===== config.mk =====
export PLATFORM = sky130hd
export DESIGN_NAME = hazard_ctrl
export DESIGN_NICKNAME = d
export VERILOG_FILES = /design/src/rtl/cpu_pkg.sv /design/src/rtl/load_use_detect.sv /design/src/rtl/hazard_ctrl.sv
export SDC_FILE = /design/constraint.sdc
export NUM_CORES = 1
export LEC_CHECK = 0
export ABC_AREA = 1
export CAP_MARGIN = 30
export CORE_MARGIN = 8
export CORE_UTILIZATION = 61
export DETAILED_ROUTE_END_ITERATION = 12
export DONT_BUFFER_PORTS = 1
export GPL_ROUTABILITY_DRIVEN = 0
export HOLD_SLACK_MARGIN = 0.1
export PLACE_DENSITY = 0.77
export SYNTH_ARGS = -nofsm -noshare
export SYNTH_HDL_FRONTEND = slang
export SYNTH_SLANG_ARGS = --single-unit

===== constraint.sdc =====
create_clock -name clk -period 2.9 [get_ports clk]
set_input_delay 0.29 -clock clk [delete_from_list [all_inputs] [get_ports clk]]
set_output_delay 0.29 -clock clk [all_outputs]
set_load 0.02 [all_outputs]

===== src/rtl/cpu_pkg.sv =====
// cpu_pkg: shared hazard-control FSM state encoding and timeout default.
package cpu_pkg;
    typedef enum logic {IDLE = 1'b0, MEM_WAIT = 1'b1} state_t;
    localparam int TIMEOUT_DEFAULT = 255;
endpackage


===== src/rtl/load_use_detect.sv =====
// load_use_detect: flags an ID instruction reading the destination of a load in EX.
module load_use_detect (
    input  logic       reg_write_i,
    input  logic       mem_to_reg_i,
    input  logic [4:0] write_reg_i,
    input  logic [4:0] rs_i,
    input  logic [4:0] rt_i,
    output logic       hazard_o
);
    assign hazard_o = reg_write_i & mem_to_reg_i & (write_reg_i != 5'd0) &
                      ((write_reg_i == rs_i) | (write_reg_i == rt_i));
endmodule


===== src/rtl/hazard_ctrl.sv =====
// hazard_ctrl: pipeline stall/flush control with data-memory wait FSM and timeout.
module hazard_ctrl
    import cpu_pkg::*;
#(
    parameter int TIMEOUT_CYCLES = TIMEOUT_DEFAULT
) (
    input  logic        clk,
    input  logic        reset,
    input  logic [4:0]  rs_ID,
    input  logic [4:0]  rt_ID,
    input  logic        regWrite_EX,
    input  logic        memToReg_EX,
    input  logic [4:0]  writeReg_EX,
    input  logic        branchTaken_EX,
    input  logic        memRead_MEM,
    input  logic        memWrite_MEM,
    input  logic        mem_ready,
    output logic        mem_req,
    output logic        stall_IF,
    output logic        stall_ID,
    output logic        stall_EX,
    output logic        stall_MEM,
    output logic        flush_ID,
    output logic        flush_EX,
    output logic        bubble_WB,
    output logic        mem_error,
    output logic [15:0] stall_count
);
    state_t      state_q, state_d;
    logic [7:0]  wait_q, wait_d;
    logic        err_q, err_d;
    logic [15:0] count_q, count_d;
    logic        load_use, mem_acc, in_wait, timeout, mem_stall;

    load_use_detect u_lu (
        .reg_write_i  (regWrite_EX),
        .mem_to_reg_i (memToReg_EX),
        .write_reg_i  (writeReg_EX),
        .rs_i         (rs_ID),
        .rt_i         (rt_ID),
        .hazard_o     (load_use)
    );

    always_comb begin
        mem_acc   = memRead_MEM | memWrite_MEM;
        in_wait   = state_q == MEM_WAIT;
        timeout   = in_wait & ~mem_ready & (wait_q == 8'(TIMEOUT_CYCLES - 1));
        mem_stall = in_wait & ~mem_ready & ~timeout;
        // Outputs are forced low while reset is held, even mid-wait.
        mem_req   = ~reset & (in_wait | mem_acc);
        stall_MEM = ~reset & mem_stall;
        stall_EX  = ~reset & mem_stall;
        stall_IF  = ~reset & (mem_stall | (~branchTaken_EX & load_use));
        stall_ID  = ~reset & (mem_stall | (~branchTaken_EX & load_use));
        flush_ID  = ~reset & ~mem_stall & branchTaken_EX;
        flush_EX  = ~reset & ~mem_stall & (branchTaken_EX | load_use);
        bubble_WB = ~reset & (mem_stall | timeout);
        mem_error = err_q;
        stall_count = count_q;
        state_d   = in_wait ? (mem_stall ? MEM_WAIT : IDLE)
                            : ((mem_acc & ~mem_ready) ? MEM_WAIT : IDLE);
        wait_d    = in_wait ? wait_q + 8'd1 : 8'd0;
        err_d     = err_q | timeout;
        count_d   = (mem_stall && count_q != 16'hFFFF) ? count_q + 16'd1 : count_q;
    end

    always_ff @(posedge clk or posedge reset) begin
        if (reset) begin
            state_q <= IDLE;
            wait_q  <= 8'd0;
            err_q   <= 1'b0;
            count_q <= 16'd0;
        end else begin
            state_q <= state_d;
            wait_q  <= wait_d;
            err_q   <= err_d;
            count_q <= count_d;
        end
    end
endmodule


Word-level counts from Yosys, hierarchy flattened:

Index checks and enable logic that the tools add are counted.

* bitwise logic cells: 27
* $add $sub $neg: 2
* reduce and logical (&&, ||, !) cells: 2
* multiplexer cells: 4
* magnitude comparators: 0
* divide/modulo/power cells: 0
* eq/ne operators: 4
* shift-type cells: 0
* $mul: 0

Operators by type and width (count)
* $add 16x1->16 const B: 1
* $ne 16x16->1 const B: 1
* $and 1x1->1: 15
* $eq 5x5->1: 2
* $add 8x1->8 const B: 1
* $eq 8x8->1 const B: 1
* $mux 8: 1
* $or 1x1->1: 7
* $not 1->1: 5
* $reduce_bool 5->1: 1
* $mux 1: 3
* $logic_and 1x1->1: 1

* memories kept: 0
* latch bits: 0
* memory bits (writable): 0
* input bits: 23
* bits in read-only memories: 0
* logic and storage cells: 43
* output and inout port bits: 25
* bits in registers: 26

Longest topological paths before layout:

Gate-level depths: netlist of the first run.

* word-level depth: 8
* depth in mapped cells: 9

Hierarchy:

A second synthesis of the first run with hierarchy kept.

* cell total of the unflattened synthesis: 258
* area, all modules: 1783.0 µm²

By module, submodules not included
* hazard_ctrl: area each 1580.3 µm², instances 1, cells each 213, seq. area each 650.6 µm²
* load_use_detect: area each 202.7 µm², instances 1, cells each 45, seq. area each 0.0 µm²

Worst setup path after synthesis of the first run:

Ideal clock, no wire load.

* path type: reg2out
* from: register state_q, in the netlist in_wait
* to: output stall_IF
* slack: 1143 ps
* cell stages (with the launch flop): 8
* required time: 2610 ps
* arrival time: 1467 ps
* cell sequence: dfrtp_1 inv_2 nor2_4 inv_1 nor2_1 nand2_1 nand2_1 buf_4

* cells in the longest elaborated chain, start to end: 6

RTL lines
* from (decl): RTL line hazard_ctrl.sv:29 `state_t state_q, state_d;`
* from (signal assigned): RTL line hazard_ctrl.sv:74 `state_q <= state_d;`
* $and 1x1->1 *: RTL line hazard_ctrl.sv:47, hazard_ctrl.sv:48
* $and 1x1->1: RTL line hazard_ctrl.sv:47 `timeout = in_wait & ~mem_ready & (wait_q == 8'(TIMEOUT_CYCLES - 1));`
* $not 1->1: RTL line hazard_ctrl.sv:48 `mem_stall = in_wait & ~mem_ready & ~timeout;`
* $and 1x1->1 *: RTL line hazard_ctrl.sv:48
* $or 1x1->1 *
* $and 1x1->1 *
* to (decl): RTL line hazard_ctrl.sv:19 `output logic stall_IF,`

Every way passes the cells marked *; elsewhere a longest branch is shown, timed or not.

Worst setup path after layout of the first run:

Same ends and word-level chain as after synthesis.

==> qor.yml, run 1 <==
timing:
  tns_ns: 0
  fin_crit_sh_pct: 75.3
  max_freq_ghz: 0.458
  fin_crit_ns: 2.18
  skew_ns: 0.00753
  rsz0062_at_grt: "no"
  slew-limit-headroom_pct: 60.4
  setup_violations: 0
  tightest_slew_ns: 0.594
  hold_viol_final: 0
  drv_slew: 0
grt:
  grt_usage_pct: 15.0
  met1_usage_pct: 16.9
  grt_pass1_vias: 1385
  global_route.usage.met3_pct: 5.29
  grt_pass1_wl_mm: 6.15
  met2_usage_pct: 25.2
  top_usage_layer: "met2"
  grt_max_degree: 27
  overflow: 0
  antenna_found_initial: 0
detailed_routing:
  routed_wl_mm: 3.53
  wl_per_cell_um: 12.5
  final_antenna_net_count: 0
  num_vias: 1447
  drt_iter0_markers: 57
  vias_per_cell: 5.13
  drc: 0
  first_pass_iters: 4
critical_path:
  max_stage_delay_ns: 0.43
  worstSetupStartpointType: "flip-flop"
  rr_worst_depth: 6
  crit_path_frequent_cell: "nand2_1"
  r2r_start: "stall_count[0]"
  r2r_end: "stall_count[6]"
  worst-path-max-fanout: 7
  crit_buf_inv: 2
  crit_required_ns: 2.61
  cp_slowest_cell: "dfrtp_1"
  crit_type: "reg2out"
  cp_cell_sequence: "inv_2 > nor2_4 > inv_1 > nor2_1 > nand2_1 > nand2_1"
  path_delay_family: "simple AND/OR/NAND/NOR gates"
  end_kind: "output pin"
  r2r_slack_ns: 1.13
  cp.arrival_ns: 1.89
finish:
  num_antenna_cells: 0
  layout_common_cells: "nand2_1, nor2_1, inv_1, dfrtp_1, nand3_1"
  final_common_cell: "nand2_1"
  fin_util_pct: 67.0
  drive_gt1_share_pct: 6.77
  fillers: 254
  layout.nets: 278
  layout-area-overhead-vs-synth_pct: 5.32
  final_cells: 282
cts:
  cts_max_level: 1
  cts_sinks: 26
  numCtsBuffers: 3
  cts_setup_buffers: 0
  cts_root_buf: "clkbuf_4"
  cts_buffer_depth: 2
  path_clk_slew_ns: 0.14
  clkLatencyLatePin_ns: 0.32
  cts_tree: "done"
die:
  die_w_um: 69.4
  die_h_um: 69.4
  start_util_pct: 63.7
  rows: 19
  boundaryPins: 48
  fp.dieArea_um2: 4820
  core-area_um2: 2730
pwr:
  ir_drop_uv: 625
  p_per_area_nw_per_um2: 489
  leakagePower_uw: 0.000941
yosys:
  seq_area_frac_synth_pct: 37.4
  synth_area_per_cell_um2: 7.02
  syn_nets: 274
  synth_cell_types: 27
  synth_area_um2: 1740
  ys_ff_latch: 26
  synthCells: 248
  ys.warnings.count: 0
worst_hold_path:
  min_to: "mem_error"
  worstHoldPathCells: 3
  min_path_type: "in2reg"
  min_from: "mem_ready"
run_status:
  status: "complete, no violations"
placement:
  dp_cells: 275
  port-buffer-count: 0
  hpwl_mm: 2.78
run:
  cap_viol_max_count: 0
final cells by class:
| cell class | count | area, um^2 | share of cell area (%) |
|---|---|---|---|
| multi-input cells | 190 | 938 | 51.2 |
| flip-flops and latches | 26 | 651 | 35.5 |
| inverters | 28 | 105 | 5.73 |
| repair buffers | 3 | 47.5 | 2.59 |
| well taps | 31 | 38.8 | 2.12 |
| clock inverters | 1 | 30.0 | 1.64 |
| clock buffers | 3 | 22.5 | 1.23 |
flip-flops by register name (all words and copies together) (netlist names):
signal       cells
in_wait          1
mem_error        1
stall_count     16
wait_q           8
worst register-to-register path: cells and delay by family (launching register included):
family	cells	cell delay [ns]
compound gates	1	0.50
flops	1	0.51
simple gates	4	0.39
fa+ha+maj	1	0.32
power breakdown:
part	internal (uW)	switching, uW
Combinational	64.5	93.1
Clock	140	103
Sequential	397	98.3
cell usage after synthesis:
cell type | number | share of area (%)
a21oi_1 | 7 | 2.0
a21oi_2 | 1 | 0.50
buf_12 | 1 | 1.2
buf_4 | 2 | 0.86
buf_6 | 1 | 0.65
dfrtp_1 | 26 | 37
ha_1 | 3 | 2.2
inv_1 | 27 | 5.8
inv_2 | 1 | 0.22
nand2_1 | 98 | 21
nand2_2 | 2 | 0.72
nand3_1 | 11 | 3.2
nand3_2 | 2 | 1.2
nand3_4 | 1 | 1.0
nand3b_1 | 2 | 0.86
nand4_1 | 4 | 1.4
nor2_1 | 29 | 6.3
nor2_2 | 2 | 0.72
nor2_4 | 2 | 1.3
nor3_1 | 3 | 0.86
nor3_4 | 1 | 0.93
nor4_1 | 1 | 0.36
o21ai_0 | 5 | 1.4
o21bai_1 | 1 | 0.43
o31ai_1 | 1 | 0.43
xnor2_1 | 10 | 5.0
xor2_1 | 4 | 2.0
routing by layer:
metal  wire (um)  vias to the layer above  part of all wire, %
li1            -                      772                    -
met2        1700                       33                   48
met3         285                        4                  8.1
met5           0                        -                    0
met1        1520                      638                   43
met4          32                        0                 0.91
per-stage QoR:
stage | hold WS, ns | setup WS [ns] | cell area, um^2 | power [uW]
after floorplan | 0.330 | 1.14 | 1740 | 629
final | 0.170 | 0.717 | 1830 | 896
after CTS | 0.167 | 0.693 | 1810 | 904
after global routing | 0.176 | 0.567 | 1830 | 953
after global placement | 0.403 | 1.12 | 1730 | 655
after detailed placement | 0.401 | 1.08 | 1730 | 658
worst max path at each step:
stage,from,to,cells after the start
floorplan,in_wait,stall_IF,7
global placement,in_wait,stall_IF,6
detailed placement,in_wait,stall_IF,6
CTS,in_wait,stall_IF,6
global route,in_wait,stall_ID,6
finish,in_wait,stall_IF,6
cells by family (layout without fill, tap and decap cells):
family | count (synthesis) | after routing | synth area share, %
AOI/OAI and AO/OA | 15 | 15 | 4.82
adders and majority gates | 3 | 3 | 2.16
and+or+nand+nor | 158 | 158 | 39.9
xor gates and xnor gates | 14 | 14 | 7.04
DFF | 26 | 26 | 37.4
buffers and inverters | 32 | 35 | 8.70
repair_timing:
item | 4_1_cts | 5_1_grt
endpoints found under the hold margin | 27 | 0
gates resized for setup | 0 | 0
endpoints found under the setup margin | 0 | 0
hold buffers | 2 | 0
No activity file was read; power rests on OpenSTA's default activity.
==> inputs of run 2 (changes only) <==
- CORE_UTILIZATION: 61 -> 57
- PLACE_DENSITY: 0.77 -> 0.75
- clock period: 2.9 -> 2 ns (I/O delays scaled with it)
==> run 2 against run 1 <==
Sequential share of layout area fell by 0.36 points. Sequential power up 37%. Utilization down 4.9 points. Sequential cell count stayed put. Setup slack got worse by 0.55 ns. Die area rose by 5.4%. Global-route usage fell by 0.11 points. Cell count grew 2.1%. Highest routed layer unchanged.
==> qor.yml, run 2 (same netlist as run 1, synthesis figures left out) <==
run_status:
  status: "complete, no violations"
cts:
  cts_max_level: 1  # unchanged
  path_clk_slew_ns: 0.14  # about the same
  clkLatencyLatePin_ns: 0.32  # about the same
  cts_buffer_depth: 2  # unchanged
  numCtsBuffers: 3  # unchanged
  cts_tree: "done"
  cts_root_buf: "clkbuf_4"
  cts_sinks: 26  # unchanged
critical_path:
  worstSetupStartpointType: "flip-flop"
  cp_slowest_cell: "dfrtp_1"
  worst-path-max-fanout: 7  # unchanged
  crit_required_ns: 1.80  # -0.81 ns
  max_stage_delay_ns: 0.45  # +0.02 ns
  crit_type: "reg2out"
  cp_cell_sequence: "inv_2 > nor2_4 > inv_1 > nor2_1 > nand2_1 > nand2_1"
  end_kind: "output pin"
  crit_path_frequent_cell: "nand2_1"
  cp.arrival_ns: 1.63  # -0.26 ns
die:
  rows: 20  # +1
  start_util_pct: 58.4  # -5.2 points
  boundaryPins: 48  # unchanged
  fp.dieArea_um2: 5080  # +5.4%
  core-area_um2: 2980  # +8.9%
  die_w_um: 71.3  # +2.7%
  die_h_um: 71.3  # +2.7%
finish:
  drive_gt1_share_pct: 9.02  # +2.2 points
  final_area_um2: 1850  # +1.0%
  final_cells: 288  # +2.1%
  final_common_cell: "nand2_1"
  multi_input_area_um2: 945  # +0.67%
  layout_common_cells: "nand2_1, nor2_1, inv_1, dfrtp_1, nand3_1"
  num_antenna_cells: 0  # unchanged
  layout-area-overhead-vs-synth_pct: 6.40
  regArea_um2: 651  # unchanged
  largest_reg_flops: 16  # unchanged
  fillers: 285  # +12%
  layout.nets: 282  # +1.4%
detailed_routing:
  wl_per_cell_um: 12.4  # -1.2%
  num_vias: 1473  # +1.8%
  drc: 0  # unchanged
  first_pass_iters: 4  # unchanged
  drt_iter0_markers: 56  # -1.8%
  routed_wl_mm: 3.57  # +0.93%
  vias_per_cell: 5.11  # -0.32%
  final_antenna_net_count: 0  # unchanged
timing:
  max_freq_ghz: 0.546
  rsz0062_at_grt: "no"
  tightest_slew_ns: 0.560  # -0.0335 ns
  slew-limit-headroom_pct: 62.6  # +2.2 points
  hold_viol_final: 0  # unchanged
  skew_ns: 0.00871  # +0.00118 ns
  fin_crit_sh_pct: 91.6
  setup_violations: 0  # unchanged
  tns_ns: 0  # unchanged
  drv_slew: 0  # unchanged
  fin_crit_ns: 1.83
worst_hold_path:
  min_path_type: "in2reg"
pwr:
  power.share.combinational_pct: 22.2  # +4.6 points
  power_switching_uw: 443  # +51%
  ir_drop_uv: 528  # -16%
  p_clk_share_pct: 26.8  # -0.3 points
  switching_share_pct: 33.2  # +0.32 points
  p_seq_share_pct: 51.0  # -4.3 points
  leakagePower_uw: 0.000954  # +1.4%
  internal_power_uw: 893  # +48%
  p_per_area_nw_per_um2: 721  # +48%
placement:
  dpl_cell_area_um2: 1770  # +2.3%
  hpwl_mm: 2.85  # +2.4%
  dp_cells: 282  # +2.5%
  port-buffer-count: 0  # unchanged
grt:
  overflow: 0  # unchanged
  antenna_found_initial: 0  # unchanged
  grt_pass1_vias: 1431  # +3.3%
  grt_usage_pct: 14.9  # -0.11 points
  grt_pass1_wl_mm: 6.23  # +1.2%
  grt_max_degree: 19  # -30%
run:
  cap_viol_max_count: 0  # unchanged
==> run 2: changes by cell type in the layout (fill, tap and decap cells not counted), sizes merged <==
cell / before / now
buf: 1 / 5
==> run 2: metal layers <==
metal / track usage [%] / wire (um) / vias to the layer above
li1: - / - / 784
met1: 17.8 / 1560 / 662
met2: 25.4 / 1750 / 25
met3: 4.32 / 230 / 2
met4: 3.46 / 25 / 0
met5: 0 / 0 / -
==> run 2: metrics by stage <==
step	utilization (%)	setup WS (ns)	power, uW	hold slack [ns]
finish	62.2	0.168	1340	0.144
global route	62.2	0.0239	1420	0.147
CTS	62.0	0.117	1350	0.137
detailed placement	59.5	0.357	988	0.0836
global placement	59.5	0.420	981	0.0871
floorplan	-	0.333	912	0.240
==> run 2: critical path, delay by kind of cell, from the launching register on <==
kind / cells / cell delay, ns
AND/OR/NAND/NOR: 4 / 0.69
flip-flops: 1 / 0.45
buffers and inverters: 2 / 0.18
==> run 2: area by class of cell <==
| type | count | area share, % |
|---|---|---|
| flip-flops and latches | 26 | 35.1 |
| clock buffers | 3 | 1.22 |
| inverters | 28 | 5.68 |
| repair buffers | 7 | 3.11 |
| well taps | 33 | 2.23 |
| clock inverters | 1 | 1.62 |
| multi-input cells | 190 | 51.0 |
==> run 2: power groups by stage <==
stage	clock [uW]	combinational (uW)	sequential [uW]
2_1_floorplan	0	206	706
3_3_place_gp	0	291	690
3_5_place_dp	0	297	691
4_1_cts	366	301	682
5_1_grt	383	346	689
6_report	359	296	681
==> run 2: worst paths after layout <==
kind	start	end	slack (ns)	cells past startpoint
worst max-delay path	in_wait	stall_ID	0.17	6
worst min-delay path	memRead_MEM	in_wait	0.14	2
worst max register to register	wait_q[0]	stall_count[6]	0.34	7
worst min register to register	wait_q[0]	wait_q[0]	0.52	1
max in group asynchronous	reset	stall_count[8]	1.15	3
min in group asynchronous	reset	mem_error	0.29	2
==> run 2: repair_timing <==
action / in CTS / in global routing
endpoints found under the hold margin: 11 / 0
gates resized for setup: 0 / 2
endpoints found under the setup margin: 0 / 1
setup buffers: 0 / 0
hold buffers: 2 / 0
